<file path="src/rtl/pipe_mult.sv">
// Pipelined signed/unsigned multiplier with a valid/ready handshake and a tag
// carried alongside each operation; each stage stalls independently.
module pipe_mult #(
    parameter int WIDTH  = 16,
    parameter int STAGES = 3,
    parameter int TAG_W  = 4
) (
    input  logic                 Clk,
    input  logic                 Rst,
    input  logic                 InValid,
    output logic                 InReady,
    input  logic [WIDTH-1:0]     OpA,
    input  logic [WIDTH-1:0]     OpB,
    input  logic                 Signed,
    input  logic [TAG_W-1:0]     Tag,
    output logic                 OutValid,
    input  logic                 OutReady,
    output logic [2*WIDTH-1:0]   Result,
    output logic [TAG_W-1:0]     OutTag,
    output logic                 Busy
);

    localparam int PW = 2 * WIDTH;

    // Extending both operands to the product width makes a single modulo-2^PW
    // multiply exact for both signed and unsigned modes, including min*min.
    logic [PW-1:0] w_ext_a;
    logic [PW-1:0] w_ext_b;
    logic [PW-1:0] w_prod;

    assign w_ext_a = {{WIDTH{Signed & OpA[WIDTH-1]}}, OpA};
    assign w_ext_b = {{WIDTH{Signed & OpB[WIDTH-1]}}, OpB};
    assign w_prod  = w_ext_a * w_ext_b;

    logic [STAGES-1:0] r_valid;
    logic [PW-1:0]     r_prod [STAGES];
    logic [TAG_W-1:0]  r_tag  [STAGES];

    logic [STAGES-1:0] w_load;
    logic [STAGES-1:0] w_src_valid;
    logic [PW-1:0]     w_src_prod [STAGES];
    logic [TAG_W-1:0]  w_src_tag  [STAGES];

    genvar gi;
    generate
        for (gi = 0; gi < STAGES; gi++) begin : g_src
            if (gi == 0) begin : g_first
                assign w_src_valid[gi] = InValid;
                assign w_src_prod[gi]  = w_prod;
                assign w_src_tag[gi]   = Tag;
            end else begin : g_rest
                assign w_src_valid[gi] = r_valid[gi-1];
                assign w_src_prod[gi]  = r_prod[gi-1];
                assign w_src_tag[gi]   = r_tag[gi-1];
            end
        end
    endgenerate

    // A stage may take new content when it is empty or its successor takes its own.
    always_comb begin
        w_load = '0;
        w_load[STAGES-1] = ~r_valid[STAGES-1] | OutReady;
        for (int k = STAGES - 2; k >= 0; k--) begin
            w_load[k] = ~r_valid[k] | w_load[k+1];
        end
    end

    always_ff @(posedge Clk or posedge Rst) begin
        if (Rst) begin
            r_valid <= '0;
            for (int k = 0; k < STAGES; k++) begin
                r_prod[k] <= '0;
                r_tag[k]  <= '0;
            end
        end else begin
            for (int k = 0; k < STAGES; k++) begin
                if (w_load[k]) begin
                    r_valid[k] <= w_src_valid[k];
                    // Data only moves with a valid op, so Result stays 0 until the first result.
                    if (w_src_valid[k]) begin
                        r_prod[k] <= w_src_prod[k];
                        r_tag[k]  <= w_src_tag[k];
                    end
                end
            end
        end
    end

    assign InReady  = w_load[0];
    assign OutValid = r_valid[STAGES-1];
    assign Result   = r_prod[STAGES-1];
    assign OutTag   = r_tag[STAGES-1];
    assign Busy     = |r_valid;

endmodule

</file>
<file path="config.mk">
export PLATFORM = sky130hd
export DESIGN_NAME = pipe_mult
export DESIGN_NICKNAME = d
export VERILOG_FILES = /design/src/rtl/pipe_mult.sv
export SDC_FILE = /design/constraint.sdc
export NUM_CORES = 1
export LEC_CHECK = 0
export ABC_AREA = 1
export ABC_CLOCK_PERIOD_IN_PS = 10300
export CORE_ASPECT_RATIO = 1.1
export CORE_MARGIN = 5
export CORE_UTILIZATION = 45
export DETAILED_ROUTE_END_ITERATION = 8
export HOLD_SLACK_MARGIN = 0.06
export MAX_ROUTING_LAYER = met4
export PLACE_DENSITY = 0.65
export SLEW_MARGIN = 20
export SYNTH_ARGS = -nofsm -noshare
export SYNTH_HDL_FRONTEND = slang
export SYNTH_SLANG_ARGS = --single-unit
</file>
<file path="constraint.sdc">
create_clock -name Clk -period 10.3 [get_ports Clk]
set_input_delay 3.09 -clock Clk [delete_from_list [all_inputs] [get_ports Clk]]
set_output_delay 3.09 -clock Clk [all_outputs]
set_load 0.05 [all_outputs]
</file>
==> impl_metrics.toml, run 1 <==
[critical_path]
cpMostUsedCell = "fa_1"
crit_type = "input pin to register"
path_cells = "clkdlybuf4s50_1, buf_4, nand2_1, inv_1, nand2_1, inv_1, fa_1, fa_1, inv_1, fa_1, fa_1, fa_1, fa_1, inv_1, ha_1, nand2_1, nor4_1, nand3_1, nand3_1, nand2_1, nand3_1, nand2_1"
cp-start-kind = "input pin"
r2r_slack_ps = 7820
crit_fanout = 18
timing.rr.start = "r_valid[2]"
reg2reg_depth = 8
max_stage_delay_ps = 640
endpoint_kind = "register"
worstPathArrival_ps = 9380
slowest_stage = "fa_1"
r2r-end = "r_prod[86]"
crit_required_ps = 10540

[sta]
final.setup.tns_ps = 0
post-route-min-period_ps = 9141
finalMaxSlewViolations = 0
fin_worst_skew_ps = 7.692
relSlewSlack = 0.3549
max_freq_mhz = 109.4
hold_viol = 0
setup_violations = 0
finalCritPeriodShare = 0.8875
tightest_slew_ps = 964.3
rsz0062_at_grt = "no"

[outcome]
outcome = "finished, final reports clean"

[clocking]
numClockSinks = 111
holdBufCountCts = 0
cts_made_buffers = 9
clock-root-buffer = "clkbuf_16"
cts_tree = "yes"
path_clk_slew_ps = 70
cts_setup_buffers = 0
cts_resized = 0
clk_path_buf_depth = 2
h-tree-depth = 3
clock_latency_ps = 350

[route]
avgViaCountPerCell = 4.885
wl_mm = 35.58
drc_errors = 0
detail-route-antenna-nets = 0
wl_met1_mm = 14.07
via_count = 11305
met3_wirelength_mm = 1.317
drt_iter0_drc = 511
top_layer_used = "met4"
avgRoutedWirePerCell_microns = 15.38
met2WireLength_mm = 18.89
firstDrtPassIters = 5

[cells_and_area]
drive_gt1_frac = 0.06898
final_cell_mix = "519 x inv_1, 447 x nand2_1, 282 x fa_1"
syn2layout_area_growth_pct = 7.354
nets = 2270
final_common_cell = "inv_1"
diodes = 0
fill_cells = 3346
final_cell_area_sq_um = 16930

[synth]
synth_area_leaders = "fa_1 36%, dfrtp_1 18%, inv_1 12%, nand2_1 11%, ha_1 6.5%"
yosys.area.top_type = "fa_1"
mappedNetlistArea_sq_um = 15770
yosys_warnings = 0
syn-instance-count = 1873
yosysUniqueCellTypes = 38
syn_nets = 2278
syn_avg_cell_area_sq_um = 8.420
yosysTopAreaCellShare = 0.3580
yosysSeqAreaShare = 0.1761
synth_seq_cells = 111

[place]
gp_congestion = 0.8898
placed_cell_area_sq_um = 16660
hpwl_mm = 29.90
io_buffers = 79

[min_path]
whs_path_depth = 2
hold_path_class = "register to register"
hold_path_end = "r_tag[10]"
hp-start = "r_tag[10]"

[flow_run]
maxCapViolations = 0

[floorplanning]
die_h_microns = 206.3
fp.coreArea_sq_um = 34860
die_w_microns = 188.5
start_util = 0.4524
die_area_sq_um = 38900
pin_count = 80
placementRows = 72

[global_routing]
gr-total-overflow = 0
grt_pass1_wl_mm = 61.09
grt_usage = 0.2003
grt_max_degree = 73
grt_pass1_vias = 12297
antenna_found_initial = 0
-- how the worst max path moves through the flow --
stage / cells past startpoint / to / start / slack (ps)
2_1_floorplan: 21 / r_prod[92] / OpA[15] / 2060
3_3_place_gp: 19 / r_prod[92] / OpB[5] / 820
5_1_grt: 22 / r_prod[92] / OpA[15] / 690
4_1_cts: 22 / r_prod[92] / OpA[15] / 1160
3_5_place_dp: 26 / r_prod[95] / OpA[15] / 810
6_report: 22 / r_prod[92] / OpA[15] / 1160
-- routing by layer --
metal | GRT usage | up-vias
li1 | - | 5333
met1 | 0.2342 | 5653
met2 | 0.3636 | 244
met3 | 0.02314 | 75
met4 | 0.06325 | 0
met5 | - | -
-- worst max-delay path: cells and delay by family --
kind / cells / cell delay, ps
fa+ha+maj: 7 / 3480
buf+inv: 6 / 1310
simple gates: 9 / 1470
-- synthesized netlist by cell type --
library cell	instances
inv_1	520
nand2_1	447
fa_1	282
dfrtp_1	111
ha_1	82
mux2_2	65
clkbuf_1	63
nor2_1	55
nand3_1	43
o21ai_0	39
buf_4	38
a21oi_1	32
buf_2	13
nand4_1	13
xnor2_1	10
nand2_2	7
or2_2	7
nor3_1	6
o21ai_1	6
xor2_1	4
nand3_2	3
nand3b_1	3
nor2_2	3
nor3_2	3
a21o_1	2
inv_2	2
o21ai_2	2
o21bai_1	2
a21oi_2	1
a21oi_4	1
a31oi_1	1
and2_1	1
buf_1	1
nand2_4	1
nor4_1	1
o21a_1	1
o21ai_4	1
or2_1	1
-- metrics by stage --
step                setup WS, ps  std cells    util  hold WS, ps
global route               687.7       2314  0.4856        504.8
detailed placement         806.4       2298  0.4778        466.9
global placement           819.4       2298  0.4778        458.7
CTS                         1163       2314  0.4856        485.5
floorplan                   2059       1873       -        445.0
finish                      1159       2314  0.4856        478.7
-- cells by family after synthesis --
| kind of cell | synth area share |
|---|---|
| adder cells (fa/ha/maj) | 0.4230 |
| AND/OR/NAND/NOR | 0.1541 |
| XOR/XNOR | 0.007774 |
| flip-flops | 0.1761 |
| AO/OA/AOI/OAI | 0.03094 |
| multiplexers | 0.04641 |
| buffers and inverters | 0.1617 |
-- state kept, by name (all words and copies together), names as in the netlist --
name and flops:
Result 32, r_prod 64, r_valid 3, r_tag 8
OutTag 4
-- cell type report --
| type | count | area (sq um) | share of cell area |
|---|---|---|---|
| clock inverters | 6 | 45.04 | 0.002660 |
| inverters | 522 | 1962 | 0.1159 |
| flip-flops and latches | 111 | 2778 | 0.1641 |
| multi-input cells | 1125 | 10440 | 0.6168 |
| well taps | 444 | 555.5 | 0.03281 |
| clock buffers | 10 | 229.0 | 0.01352 |
| repair buffers | 96 | 918.4 | 0.05424 |
Power of run 1 is left out: the tool's default activity adds up to more than one toggle a clock period on the data nets, which glitch-free logic cannot reach.
==> inputs of run 2 (changes only) <==
ABC_AREA = not set   (was 1)
CORE_ASPECT_RATIO = not set   (was 1.1)
REMOVE_ABC_BUFFERS = 1   (was not set)
==> run 2 against run 1 <==
Compared with the run above: critical path type unchanged; count of clock-buffer cells in the layout unchanged; synthesized area down 4.7%; non-clock buffer count up 7; critical endpoint is now r_prod[95]; worst setup slack worse by 190 ps; cell count down 14%; die area down 4.4%.
==> impl_metrics.toml, run 2 <==
[floorplanning]
fp.coreArea_sq_um = 33280
die_area_sq_um = 37170
start_util = 0.4517
pin_count = 80
die_w_microns = 192.8
placementRows = 67
die_h_microns = 192.8

[synth]
netlist_top_cells_count = "326 x inv_1, 282 x fa_1, 201 x nand2_1"
syn-instance-count = 1520
yosys_warnings = 0
synth_seq_cells = 111
ys.flop_type = "dfrtp_1"
yosysUniqueCellTypes = 57
synth_area_leaders = "fa_1 38%, dfrtp_1 18%, inv_1 8.1%, ha_1 6.8%, and2_1 5.4%"
mappedNetlistArea_sq_um = 15030
synthArstFlopShare = 1.000
yosysTopAreaCellShare = 0.3755
synth.most_common_cell = "inv_1"
synth_edf_count = 0
syn_avg_cell_area_sq_um = 9.891
yosys.area.top_type = "fa_1"
yosysSeqAreaShare = 0.1848

[cells_and_area]
final_cell_mix = "325 x inv_1, 282 x fa_1, 201 x nand2_1"
largest_register_ffs = 64
final_cell_area_sq_um = 16370
drive_gt1_frac = 0.08409
regMostFlops = "r_prod"
nets = 1946
fill_cells = 3083
multi_input_area_sq_um = 10540
final_util = 0.4920
ff_latch_area_sq_um = 2778
final_common_cell = "inv_1"
syn2layout_area_growth_pct = 8.913

[global_routing]
antenna_found_initial = 0
grt_usage = 0.1845
grt_pass1_vias = 10772
grt_pass1_wl_mm = 53.39
gr-total-overflow = 0
grt_max_degree = 78

[place]
io_buffers = 79
hpwl_mm = 25.90
gp_congestion = 0.8579
placed_cell_area_sq_um = 16080

[sta]
tightest_slew_ps = 949.3
relSlewSlack = 0.3671
fin_worst_skew_ps = 8.588
hold_viol = 0
whs_ps = 475.3
max_freq_mhz = 107.2
rsz0062_at_grt = "no"
setup_violations = 0
final.setup.tns_ps = 0
finalMaxSlewViolations = 0
post-route-min-period_ps = 9328
finalCritPeriodShare = 0.9056

[clocking]
clk_path_buf_depth = 2
clock_latency_ps = 350
cts_resized = 0
holdBufCountCts = 0
path_clk_slew_ps = 70
cts_tree = "yes"
h-tree-depth = 3
numClockSinks = 111
cts_made_buffers = 9
cts_setup_buffers = 0
clock-root-buffer = "clkbuf_16"

[critical_path]
cp-start-kind = "input pin"
crit_type = "input pin to register"
endpoint_kind = "register"
crit_required_ps = 10550
crit_fanout = 7
worstPathArrival_ps = 9570

[outcome]
outcome = "finished, final reports clean"

[route]
avgViaCountPerCell = 5.001
drc_errors = 0
via_count = 9976
avgRoutedWirePerCell_microns = 15.63
drt_iter0_drc = 413
wl_mm = 31.19
firstDrtPassIters = 4
detail-route-antenna-nets = 0

[flow_run]
maxCapViolations = 0

[min_path]
hold_path_class = "register to register"
run 2: cell types whose count changed in the layout (fill, tap and decap cells not counted), sizes merged, moves of 8 or more:
cell and delta:
nand4 -12, and3 +11, o21ai -20, nor3 -9, inv -196, nor2 -27, xnor2 +9, and2 +131
a21oi -15, nand3 -37, a211oi +8, nand2 -253
run 2: per-layer routing:
metal	vias up	share of wire	GRT usage
met3	45	0.027	0.01990
met1	5203	0.41	0.2307
met2	151	0.53	0.3232
met4	0	0.024	0.04553
li1	4577	-	-
met5	-	0	-
run 2: path summary, 6_finish.rpt:
kind | slack (ps) | start | depth (start not counted) | to
min | 480 | r_tag[11] | 2 | r_tag[11]
max reg2reg | 8170 | r_valid[2] | 8 | r_prod[89]
min in group asynchronous | 3110 | Rst | 2 | Result[10]
max | 970 | Signed | 22 | r_prod[95]
max in group asynchronous | 5880 | Rst | 3 | r_prod[55]
min reg2reg | 480 | r_tag[11] | 2 | r_tag[11]
run 2: stage by stage:
step           setup WS [ps]  cells
2_1_floorplan           1683   1427
3_3_place_gp           733.8   1978
3_5_place_dp           644.7   1978
4_1_cts                993.5   1994
5_1_grt                634.7   1994
6_report               972.3   1995
run 2: cells by family (layout without fill, tap and decap cells):
family	Yosys count	in the layout	share of synthesized area
other	0	1	0
buffers and inverters	419	445	0.1141
AO/OA/AOI/OAI	103	103	0.04810
multiplexers	72	72	0.05393
flip-flops	111	111	0.1848
adder cells (fa/ha/maj)	364	364	0.4437
XOR/XNOR	29	29	0.01689
AND/OR/NAND/NOR	422	422	0.1385
run 2: critical path, cell delays in order:
cell             delay (ps)
clkdlybuf4s50_1         560
and2_0                  340
nand2_1                 160
inv_1                   100
fa_1                    600
inv_1                   140
fa_1                    500
inv_1                    50
fa_1                    480
fa_1                    510
fa_1                    490
inv_1                    40
fa_1                    470
inv_1                    40
ha_1                    340
a21o_1                  190
a211oi_1                320
o21ai_0                 230
a32o_1                  310
a211oi_2                270
a211oi_1                110
a311oi_1                220
run 2: layout make-up:
cell class	count	share of cell area
Clock inverter	6	0.003439
Clock buffer	10	0.01459
Timing Repair Buffer	103	0.05930
Sequential cell	111	0.1696
Inverter	326	0.07488
Antenna cell	1	0.0001528
Tap cell	448	0.03423
Multi-Input combinational cell	990	0.6438
Power of run 2 is left out for the same reason.
